**src/rtl/seg_pkg.sv**
```systemverilog
// Shared types and constants for the 7-segment scan controller.
package seg_pkg;

  typedef enum logic {
    BLANK = 1'b0,
    DRIVE = 1'b1
  } scan_state_t;

  localparam logic [6:0] SEG_BLANK = 7'h7F;

  function automatic int max3(input int a, input int b, input int c);
    int m;
    m = (a > b) ? a : b;
    return (m > c) ? m : c;
  endfunction

endpackage

```
**src/rtl/dec7seg.sv**
```systemverilog
// BCD to active-low 7-segment decoder, output order {g,f,e,d,c,b,a}.
module dec7seg
  import seg_pkg::*;
(
  input  logic [3:0] bcd,
  output logic [6:0] seg
);

  always_comb begin
    seg = SEG_BLANK;
    case (bcd)
      4'd0:    seg = 7'h40;
      4'd1:    seg = 7'h79;
      4'd2:    seg = 7'h24;
      4'd3:    seg = 7'h30;
      4'd4:    seg = 7'h19;
      4'd5:    seg = 7'h12;
      4'd6:    seg = 7'h02;
      4'd7:    seg = 7'h78;
      4'd8:    seg = 7'h00;
      4'd9:    seg = 7'h10;
      default: seg = SEG_BLANK;
    endcase
  end

endmodule

```
**src/rtl/seg_scan_ctrl.sv**
```systemverilog
// Round-robin scan of a common-anode 7-segment display with guard blanking,
// frame-aligned data update and leading-zero suppression.
module seg_scan_ctrl
  import seg_pkg::*;
#(
  parameter int NUM_DIGITS  = 4,
  parameter int REFRESH_DIV = 50000,
  parameter int GUARD       = 16
) (
  input  logic                    clk,
  input  logic                    rst_n,
  input  logic                    wr_valid,
  output logic                    wr_ready,
  input  logic [4*NUM_DIGITS-1:0] wr_digits,
  input  logic [NUM_DIGITS-1:0]   wr_dp,
  input  logic                    lz_en,
  output logic [NUM_DIGITS-1:0]   an_n,
  output logic [6:0]              seg,
  output logic                    dp_n
);

  localparam int IDX_W = $clog2(NUM_DIGITS);
  localparam int CNT_W = $clog2(max3(REFRESH_DIV, GUARD, 1) + 1);
  localparam logic [IDX_W-1:0] LAST_IDX   = IDX_W'(NUM_DIGITS - 1);
  localparam logic [CNT_W-1:0] DRIVE_LAST = CNT_W'(REFRESH_DIV - 1);
  localparam logic [CNT_W-1:0] GUARD_LAST = CNT_W'((GUARD > 0) ? GUARD - 1 : 0);

  scan_state_t             state_reg, state_next;
  logic [IDX_W-1:0]        idx_reg, idx_next;
  logic [CNT_W-1:0]        cnt_reg, cnt_next;
  logic                    pend_reg;
  logic [4*NUM_DIGITS-1:0] pend_digits_reg, act_digits_reg;
  logic [NUM_DIGITS-1:0]   pend_dp_reg, act_dp_reg;
  logic [NUM_DIGITS-1:0]   an_n_reg, an_n_next;
  logic [6:0]              seg_reg, seg_next;
  logic                    dp_n_reg, dp_n_next;

  logic [3:0]              act_nib [NUM_DIGITS];
  logic [NUM_DIGITS-1:0]   zero_above;
  logic [3:0]              cur_nib;
  logic [6:0]              dec_seg;
  logic                    frame_end;

  // zero_above[i]: digit i and every more significant digit are zero
  for (genvar gi = 0; gi < NUM_DIGITS; gi++) begin : g_digit
    assign act_nib[gi]    = act_digits_reg[4*gi +: 4];
    assign zero_above[gi] = (act_digits_reg[4*NUM_DIGITS-1:4*gi] == '0);
  end

  assign cur_nib   = act_nib[idx_reg];
  assign frame_end = (state_reg == DRIVE) && (idx_reg == LAST_IDX) && (cnt_reg == DRIVE_LAST);

  dec7seg u_dec7seg (
    .bcd (cur_nib),
    .seg (dec_seg)
  );

  always_ff @(posedge clk) begin
    if (!rst_n) begin
      state_reg <= BLANK;
      idx_reg   <= '0;
      cnt_reg   <= '0;
      an_n_reg  <= '1;
      seg_reg   <= SEG_BLANK;
      dp_n_reg  <= 1'b1;
    end else begin
      state_reg <= state_next;
      idx_reg   <= idx_next;
      cnt_reg   <= cnt_next;
      an_n_reg  <= an_n_next;
      seg_reg   <= seg_next;
      dp_n_reg  <= dp_n_next;
    end
  end

  always_comb begin
    state_next = state_reg;
    idx_next   = idx_reg;
    cnt_next   = cnt_reg + 1'b1;
    case (state_reg)
      BLANK: begin
        if (GUARD == 0 || cnt_reg == GUARD_LAST) begin
          state_next = DRIVE;
          cnt_next   = '0;
        end
      end
      DRIVE: begin
        if (cnt_reg == DRIVE_LAST) begin
          cnt_next   = '0;
          idx_next   = (idx_reg == LAST_IDX) ? '0 : idx_reg + 1'b1;
          state_next = (GUARD == 0) ? DRIVE : BLANK;
        end
      end
      default: state_next = BLANK;
    endcase
  end

  // Outputs follow the current state one cycle later, so phase lengths are preserved
  always_comb begin
    an_n_next = '1;
    seg_next  = SEG_BLANK;
    dp_n_next = 1'b1;
    if (state_reg == DRIVE) begin
      an_n_next = ~(NUM_DIGITS'(1) << idx_reg);
      dp_n_next = ~act_dp_reg[idx_reg];
      seg_next  = (lz_en && (idx_reg != '0) && zero_above[idx_reg]) ? SEG_BLANK : dec_seg;
    end
  end

  // Pending data only moves to the display at the end of the last digit
  always_ff @(posedge clk) begin
    if (!rst_n) begin
      pend_reg        <= 1'b0;
      pend_digits_reg <= '0;
      pend_dp_reg     <= '0;
      act_digits_reg  <= '0;
      act_dp_reg      <= '0;
    end else if (frame_end && pend_reg) begin
      act_digits_reg <= pend_digits_reg;
      act_dp_reg     <= pend_dp_reg;
      pend_reg       <= 1'b0;
    end else if (wr_valid && !pend_reg) begin
      pend_digits_reg <= wr_digits;
      pend_dp_reg     <= wr_dp;
      pend_reg        <= 1'b1;
    end
  end

  assign wr_ready = ~pend_reg;
  assign an_n     = an_n_reg;
  assign seg      = seg_reg;
  assign dp_n     = dp_n_reg;

endmodule

```
**config.mk**
```make
export PLATFORM = sky130hd
export DESIGN_NAME = seg_scan_ctrl
export DESIGN_NICKNAME = d
export VERILOG_FILES = /design/src/rtl/seg_pkg.sv /design/src/rtl/dec7seg.sv /design/src/rtl/seg_scan_ctrl.sv
export SDC_FILE = /design/constraint.sdc
export NUM_CORES = 1
export LEC_CHECK = 0
export ABC_AREA = 1
export CAP_MARGIN = 10
export CORE_MARGIN = 8
export CORE_UTILIZATION = 33
export CTS_BUF_LIST = sky130_fd_sc_hd__clkbuf_2
export DETAILED_ROUTE_END_ITERATION = 16
export SETUP_SLACK_MARGIN = 0.02
export SLEW_MARGIN = 20
export SYNTH_ARGS = -nofsm -noshare
export SYNTH_HDL_FRONTEND = slang
export SYNTH_SLANG_ARGS = --single-unit
```
**constraint.sdc**
```tcl
create_clock -name clk -period 2 [get_ports clk]
set_input_delay 0.2 -clock clk [delete_from_list [all_inputs] [get_ports clk]]
set_output_delay 0.2 -clock clk [all_outputs]
set_load 0.05 [all_outputs]
```
# ---- Word-level counts from Yosys, hierarchy flattened
# Memory sizes are Yosys's and may differ from the RTL's. A register that Yosys moved wholly into a read port is not among the register bits.
# Cells that the tools add are included.
dict set report totals {
  output_inout_bits 13
  mem_bits_ro 112
  word_cells 57
  in_bits 24
  reg_bits 65
  n_memories 1
}
dict set report classes {
  n_addsub 2
  bitwise 7
  magnitude_cmp 2
  n_eq_ne 3
  shifts 1
  n_mux 14
  reduce_logical 17
}
# memory words width read_ports rd_clocked_by_memory_dff wr line_no
set memory_table {}
lappend memory_table {{(name not given)} 16 7 1 1 0 dec7seg.sv:11} ;# case (bcd)
# operator n
set op_table {}
lappend op_table {{16-bit two-way mux} 2}
lappend op_table {{16-bit case mux with 2 select lines} 1}
lappend op_table {{16-bit by 1-bit adder with 16-bit output (second input constant)} 1}
lappend op_table {{16-bit equality test (second input constant)} 1}
lappend op_table {{16-bit by 4-bit equality test with 1-bit output (second input constant)} 1}
lappend op_table {{16-bit logical NOT} 1}
lappend op_table {{12-bit logical NOT} 1}
lappend op_table {{4-bit binary-select mux with 2-bit select} 1}
lappend op_table {{8-bit logical NOT} 1}
lappend op_table {{4-bit two-way mux} 2}
lappend op_table {{1-bit logical AND} 6}
lappend op_table {{2-bit AND reduction} 3}
lappend op_table {{1-bit inverter} 5}
lappend op_table {{1-bit binary-select mux with 2-bit select} 2}
lappend op_table {{4-bit logical NOT} 1}
lappend op_table {{1-bit two-way mux} 4}
lappend op_table {{4-bit inverter} 1}
lappend op_table {{1-bit by 2-bit left shift with 4-bit output (first input constant)} 1}
lappend op_table {{3-bit >= comparator (second input constant)} 1}
lappend op_table {{2-bit by 3-bit less-than comparator with 1-bit output (second input constant)} 1}
lappend op_table {{2-bit inverter with 3-bit output} 1}
lappend op_table {{3-bit OR reduction} 1}
lappend op_table {{2-bit by 1-bit adder with 2-bit output (second input constant)} 1}
lappend op_table {{2-bit equality test (second input constant)} 1}
lappend op_table {{5 further kinds} 5}

# ---- Logic depth before layout (Yosys ltp)
# Gate-level depths: netlist of the first run.
dict set report logic_depth {
  ltp_word 6
  ltp_mapped 12
  ltp_nobuf 11
}

# ---- Hierarchy
# A second synthesis of the first run with hierarchy kept.
dict set report unflattened {
  cells_unflattened 464
  area_unflattened_um2 3239.4
}
# mod cells_each seq_area_each_um2 instances area_per_inst_um2
set modules_own_cells {}
lappend modules_own_cells {seg_scan_ctrl 429 1441.4 1 3051.7}
lappend modules_own_cells {dec7seg 35 0.0 1 187.7}

# ---- Worst setup path before layout of the first run
# OpenSTA, ideal clock, no wires.
dict set report synth_path {
  path_type {reg-to-reg}
  startpoint {register idx_reg[0]}
  endpoint {register seg_reg[6] (netlist: seg[6])}
  path_slack_ps 418
  t_required_ps 1883
  arrival_time_ps 1465
  setup_ps 117
  stages_incl_launch_ff 13
  n_path_buf 1
  period_less_slack_ps 1582
  cell_sequence {dfxtp_1 inv_2 buf_6 nand2_1 nand3_1 nand2_2 inv_1 ha_1 nand3b_1 nand2_1 nor2_1 nor2_1 nand2_1}
}
dict set report synth_between {
  elab_chain_cells 4
  word_cells_on_any_way 10
  classes_between {mux (5); bitwise (1); reduce/logical (4)}
}
# item line_no
set synth_rtl {}
lappend synth_rtl {{start, declared} seg_scan_ctrl.sv:29} ;# logic [IDX_W-1:0] idx_reg, idx_next;
lappend synth_rtl {{start signal, assigned} seg_scan_ctrl.sv:68} ;# idx_reg <= idx_next;
lappend synth_rtl {{1-bit binary-select mux with 2-bit select, or another cell as far along} seg_scan_ctrl.sv:106} ;# seg_next = (lz_en && (idx_reg != '0) && zero_above[idx_reg]) ? SEG_BLANK : dec_seg;
lappend synth_rtl {{1-bit two-way mux (not written as such), or another cell as far along} seg_scan_ctrl.sv:106}
lappend synth_rtl {{1-bit logical AND or 4-bit two-way mux (tied branches)} {seg_scan_ctrl.sv:106, seg_scan_ctrl.sv:50}}
lappend synth_rtl {{3-bit OR reduction (no source line) or 4-bit two-way mux (tied branches)} n/a}
lappend synth_rtl {{end, declared} seg_scan_ctrl.sv:35} ;# logic [6:0] seg_reg, seg_next;
# Parallel ways exist; a longest one is shown, timed or not. The select of a mux whose other input is x is not followed.
# A chain may end at the register's enable or synchronous reset.

# ---- Worst setup path in the final report of the first run
dict set report layout_path {
  startpoint {register an_n_reg[2] (netlist: an_n[2])}
  endpoint {output port an_n[2]}
}
# item line_no
set layout_lines {}
lappend layout_lines {{start, declared} seg_scan_ctrl.sv:34} ;# logic [NUM_DIGITS-1:0] an_n_reg, an_n_next;
lappend layout_lines {{start signal, assigned} seg_scan_ctrl.sv:70} ;# an_n_reg <= an_n_next;
lappend layout_lines {{end, declared} seg_scan_ctrl.sv:17} ;# output logic [NUM_DIGITS-1:0] an_n,
# No word-level cell between the ends.

==> results of run 1 <==
## area by class of cell
cell class	count	area (µm²)
clock inverters	7	71.32
clock buffers	9	45.04
flip-flops and latches	72	1441
inverters	50	187.7
well taps	133	166.4
multi-input cells	335	1575
repair buffers	40	401.6
diodes	1	2.502
fillers	1065	5838
## repair_timing
action / 4_1_cts / 5_1_grt
setup endpoints to repair: 1 / 0
gates resized for setup: 1 / 0
hold endpoints to repair: 0 / 0
setup buffers: 0 / 0
## cells by family (layout without fill, tap and decap cells)
group / Yosys count / in the layout / synth area share [%]
adders and majority gates: 10 / 10 / 3.789
DFF: 72 / 72 / 43.65
other: 0 / 1 / 0
buffers and inverters: 67 / 106 / 8.640
AOI/OAI and AO/OA: 33 / 33 / 5.229
xor gates and xnor gates: 8 / 8 / 2.122
and+or+nand+nor: 284 / 284 / 36.57
## stage by stage
| step | setup WS (ns) | hold WS, ns | util (%) | std cells | total power [µW] |
|---|---|---|---|---|---|
| global placement | 0.3536 | 0.4314 | 38.79 | 630 | 1665 |
| global route | 0.03480 | 0.1862 | 39.99 | 647 | 2578 |
| finish | 0.1497 | 0.2455 | 39.99 | 647 | 2447 |
| detailed placement | 0.2711 | 0.4423 | 38.79 | 630 | 1666 |
| CTS | 0.07106 | 0.1858 | 39.97 | 646 | 2496 |
| floorplan | 0.4178 | 0.3333 | - | 474 | 1592 |
## worst min-delay path, stage by stage
cell             delay (ns)
clkdlybuf4s50_1        0.40
nor2_1                 0.10
nor2_1                 0.05
## report_power, final
part	total [µW]	switching, µW	internal, µW
clock	813	525	288
sequential	1500	20.8	1480
combinational	138	69.7	68.5
total	2450	616	1830
## synthesized netlist by cell type
cell	n
nand3_2	3
buf_4	1
inv_2	4
nor2_1	128
and2_1	1
buf_6	3
nor3_1	5
clkbuf_1	7
o211ai_1	1
inv_1	45
a21boi_0	1
nor2_4	2
xnor2_1	2
dfxtp_1	72
nand2_2	6
nand3_1	22
xor2_1	6
a21oi_1	5
clkinv_1	1
nor3b_1	1
nand2_1	104
a21o_1	1
nand2_4	1
buf_2	6
ha_1	10
nand4_4	1
nand4_1	7
nand3b_1	2
o21ai_0	25
nor2_2	1
## routing by layer
layer  share of wire [%]  track usage, %  vias up
met5                   0               0        -
met4                 1.4           4.408        0
met3                 4.3           2.970        5
met2                  42           16.61       39
met1                  53           13.89     1196
li1                    -               -     1522
## how the worst min path moves through the flow
stage / endpoint / cells past startpoint / slack [ns]
finish: pend_digits_reg[9] / 3 / 0.25
global route: pend_digits_reg[6] / 3 / 0.19
global placement: cnt_reg[0] / 1 / 0.43
detailed placement: cnt_reg[0] / 1 / 0.44
floorplan: pend_reg / 2 / 0.33
CTS: pend_digits_reg[9] / 3 / 0.19
==> out/results.ini, run 1 <==
[run_status]
status=finished clean

[placed_design]
port_buffers=36
placed_area_um2=3774
dp_hpwl_um=4899
gp_congestion=0.8242

[setup_path]
rr_endpoint=seg[3]
path_cells=clkdlybuf4s50_1
crit_type=register to output port
crit_family=buffers and inverters
start_kind=register
required_ns=1.80
critPathCapture=an_n[2]
cp_max_fo=1
critPathMaxStageDelay_ns=0.80
timing.critical_path.buf_inv=1
cp-end-kind=output port
reg2reg_slack_ns=0.26
worstSetupStartpoint=an_n[2]
worst_path_max_delay_cell=clkdlybuf4s50_1
critPathArrivalTime_ns=1.65
r2r_start=idx_reg[1]
worstSetupPathDepth=1
worst_r2r_path_depth=8

[clocking]
cts_root_buffer=clkbuf_2
clkTransAtPathRegs_ns=0.21
cts_hold_buf=0
cts_max_level=3
numClockSinks=72
clk_path_buf_depth=2
cts_tree=yes
insertion_delay_ns=0.50
cts_inserted_buffers=9

[routing]
drt_wl_total_um=6647
dr.pass1.iters=4
post-route-drc-count=0
wl_per_cell_um=10.27
drt-vias-per-instance=4.269
num_vias=2762
drtAntennaViolNets=0
drt_iter0_markers=110

[timing]
tightest_slew_ns=0.5718
period_needed_ns=1.850
hold_viol_final=0
rsz0062_at_grt=no
clock_skew_ns=0.02891
clock.fmax_mhz=540.5
setup_tns_ns=0
slew_headroom_pct=61.84
min_period_over_period_pct=92.51
setup_viol_count_final=0
maxSlewViolCount=0

[logic_synthesis]
yosys_register_bits=72
synth_warnings=0
yosys.area.top_type_share_pct=43.65
ys_types=30
syn_inst=474
synth_area_leaders=dfxtp_1, nor2_1, nand2_1, inv_1, ha_1
avgSynthCellArea_um2=6.966
syn-num-nets=508
synth.largest_area_cell=dfxtp_1
mappedNetlistArea_um2=3302
seq_area_frac_synth_pct=43.65

[finish]
finish.net_count=542
final_layout_size_suffix_gt1_share_pct=7.212
mostFrequentLayoutCell=nor2_1
design_area_um2=3891
final_cell_mix=nor2_1, nand2_1, dfxtp_1, inv_1, clkdlybuf4s50_1
area_growth_pct=17.85

[global_route]
grt_max_degree=42
grt_pass1_wl_um=11850
antenna_found_initial=1
grt_overflow_total=0
grt_pass1_vias=2707
track_usage_pct=10.79

[floorplan]
start_util_pct=33.94
placement_rows=36
core_area_um2=9729
io_pins=37
die_area_um2=13460
die_h_um=116.0
dieWidth_um=116.0

[pwr]
power_density_nw_per_um2=628.9
ir_worst_vdd_v=0.0003430
cellLeakagePower_uw=0.001824

[flow_run]
cap_viol_max_count=0

[worst_hold_path]
min_from=wr_digits[9]
hold_class=primary input to register

Power figures use the tool's default switching activity.
==> run 2, diff against run 1 <==
Settings changed: RECOVER_POWER set to 25.
==> run 2 against run 1 <==
Against the previous run:
- total power hardly changed
- final area shrank 0.19%
- worst hold slack about the same
- sequential share of layout area increased by 0.072 points
- combinational power hardly changed
- routed wire length increased by 0.14%
- clock power hardly changed
- global-route usage is the same
- non-clock buffer count is the same
- clock-buffer cell count unchanged
- critical path type unchanged
- highest routed layer unchanged
==> out/results.ini, run 2 (synthesis results as in run 1) <==
[finish]
final_cell_mix=nor2_1, nand2_1, dfxtp_1, inv_1, clkdlybuf4s50_1
final_layout_size_suffix_gt1_share_pct=7.018  ; -0.19 points
area_growth_pct=17.62
mostFrequentLayoutCell=nor2_1
finish.net_count=542  ; unchanged
n_fill_cell=1065  ; unchanged

[global_route]
grt_overflow_total=0  ; unchanged
antenna_found_initial=1  ; unchanged
grt_max_degree=42  ; unchanged
track_usage_pct=10.79  ; unchanged
grt_pass1_vias=2707  ; unchanged
grt_pass1_wl_um=11850  ; unchanged

[floorplan]
placement_rows=36  ; unchanged
die_h_um=116.0  ; unchanged
io_pins=37  ; unchanged
core_area_um2=9729  ; unchanged
start_util_pct=33.94  ; unchanged
die_area_um2=13460  ; unchanged
dieWidth_um=116.0  ; unchanged

[pwr]
power_density_nw_per_um2=630.1  ; +0.19%
clockPowerShare_pct=33.2  ; about the same
cellLeakagePower_uw=0.001825  ; about the same
ir_worst_vdd_v=0.0003432  ; about the same
switchingPower_uw=615.6  ; about the same
power_frac_seq_pct=61.1  ; about the same
internal_power_uw=1832  ; about the same
swShare_pct=25.16  ; about the same
combPwrFrac_pct=5.7  ; about the same

[routing]
post-route-drc-count=0  ; unchanged
num_vias=2766  ; +0.14%
dr.pass1.iters=4  ; unchanged
drt-vias-per-instance=4.275  ; +0.14%
drt_iter0_markers=110  ; unchanged
wl_per_cell_um=10.29  ; +0.14%
drt_wl_total_um=6656  ; +0.14%
drtAntennaViolNets=0  ; unchanged

[timing]
holdWs_ns=0.2459  ; +0.0004730 ns
slew_headroom_pct=61.84  ; about the same
clock_skew_ns=0.02892  ; +0.000004700 ns
rsz0062_at_grt=no
tightest_slew_ns=0.5718  ; -0.00004208 ns
setup_tns_ns=0  ; unchanged
min_period_over_period_pct=92.49  ; about the same
clock.fmax_mhz=540.6  ; about the same
period_needed_ns=1.850  ; -0.0004790 ns
maxSlewViolCount=0  ; unchanged
setup_viol_count_final=0  ; unchanged
hold_viol_final=0  ; unchanged

[clocking]
cts_max_level=3  ; unchanged
cts_inserted_buffers=9  ; unchanged
clk_path_buf_depth=2  ; unchanged
clkTransAtPathRegs_ns=0.21  ; about the same
insertion_delay_ns=0.50  ; about the same
cts_hold_buf=0  ; unchanged
cts_setup_buffers=0  ; unchanged
numClockSinks=72  ; unchanged
cts_root_buffer=clkbuf_2
cts_tree=yes

[setup_path]
worst_path_max_delay_cell=clkdlybuf4s50_1
crit_family=buffers and inverters
crit_type=register to output port
cp_max_fo=1  ; unchanged
critPathMaxStageDelay_ns=0.80  ; about the same
required_ns=1.80  ; about the same
cp-end-kind=output port
path_cells=clkdlybuf4s50_1
timing.critical_path.buf_inv=1  ; unchanged
critPathArrivalTime_ns=1.65  ; about the same
start_kind=register

[placed_design]
gp_congestion=0.8242  ; unchanged
dp_hpwl_um=4899  ; unchanged
port_buffers=36  ; unchanged

[run_status]
status=finished clean

[worst_hold_path]
hold_class=primary input to register

[flow_run]
cap_viol_max_count=0  ; unchanged

[run 2: repair_timing]
item | CTS | global route
setup endpoints to repair | 1 | 0
resized for setup | 1 | 0
endpoints found under the hold margin | 0 | 0
[run 2: final cells by class]
type | instances | area [µm²] | share of cell area, %
clock inverters | 7 | 71.32 | 1.836
well taps | 133 | 166.4 | 4.285
clock buffers | 9 | 45.04 | 1.160
diodes | 1 | 2.502 | 0.06443
inverters | 50 | 187.7 | 4.832
multi-input cells | 335 | 1568 | 40.37
flip-flops and latches | 72 | 1441 | 37.11
repair buffers | 40 | 401.6 | 10.34
[run 2: path summary, 6_finish.rpt]
| kind | from | cells after the start | slack, ns | endpoint |
|---|---|---|---|---|
| worst max-delay path | an_n[2] | 1 | 0.15 | an_n[2] |
| worst min-delay path | wr_digits[9] | 3 | 0.25 | pend_digits_reg[9] |
| worst max register to register | idx_reg[1] | 8 | 0.26 | seg[3] |
| worst min register to register | cnt_reg[0] | 1 | 0.46 | cnt_reg[0] |
[run 2: metal layers]
| layer | up-vias | share of wire, % | GRT usage [%] |
|---|---|---|---|
| met2 | 39 | 41 | 16.61 |
| met3 | 5 | 4.3 | 2.970 |
| li1 | 1522 | - | - |
| met1 | 1200 | 53 | 13.89 |
| met5 | - | 0 | 0 |
| met4 | 0 | 1.4 | 4.408 |
[run 2: through the flow]
stage / worst slack (ns) / cells / area (µm²) / util (%) / power [µW]
3_3_place_gp: 0.3536 / 630 / 3774 / 38.79 / 1665
4_1_cts: 0.07106 / 646 / 3889 / 39.97 / 2496
5_1_grt: 0.03480 / 647 / 3884 / 39.92 / 2578
6_report: 0.1502 / 647 / 3884 / 39.92 / 2447
2_1_floorplan: 0.4178 / 474 / 3302 / - / 1592
3_5_place_dp: 0.2711 / 630 / 3774 / 38.79 / 1666
[run 2: tightest hold or removal path, stage by stage]
cell and delay, ns:
clkdlybuf4s50_1 0.40, nor2_1 0.10, nor2_1 0.05
[run 2: power groups by stage]
stage | sequential, µW | clock, µW | combinational [µW]
floorplan | 1520 | 0 | 73.6
global placement | 1530 | 0 | 139
detailed placement | 1530 | 0 | 141
CTS | 1500 | 858 | 141
global route | 1500 | 915 | 159
finish | 1500 | 813 | 138
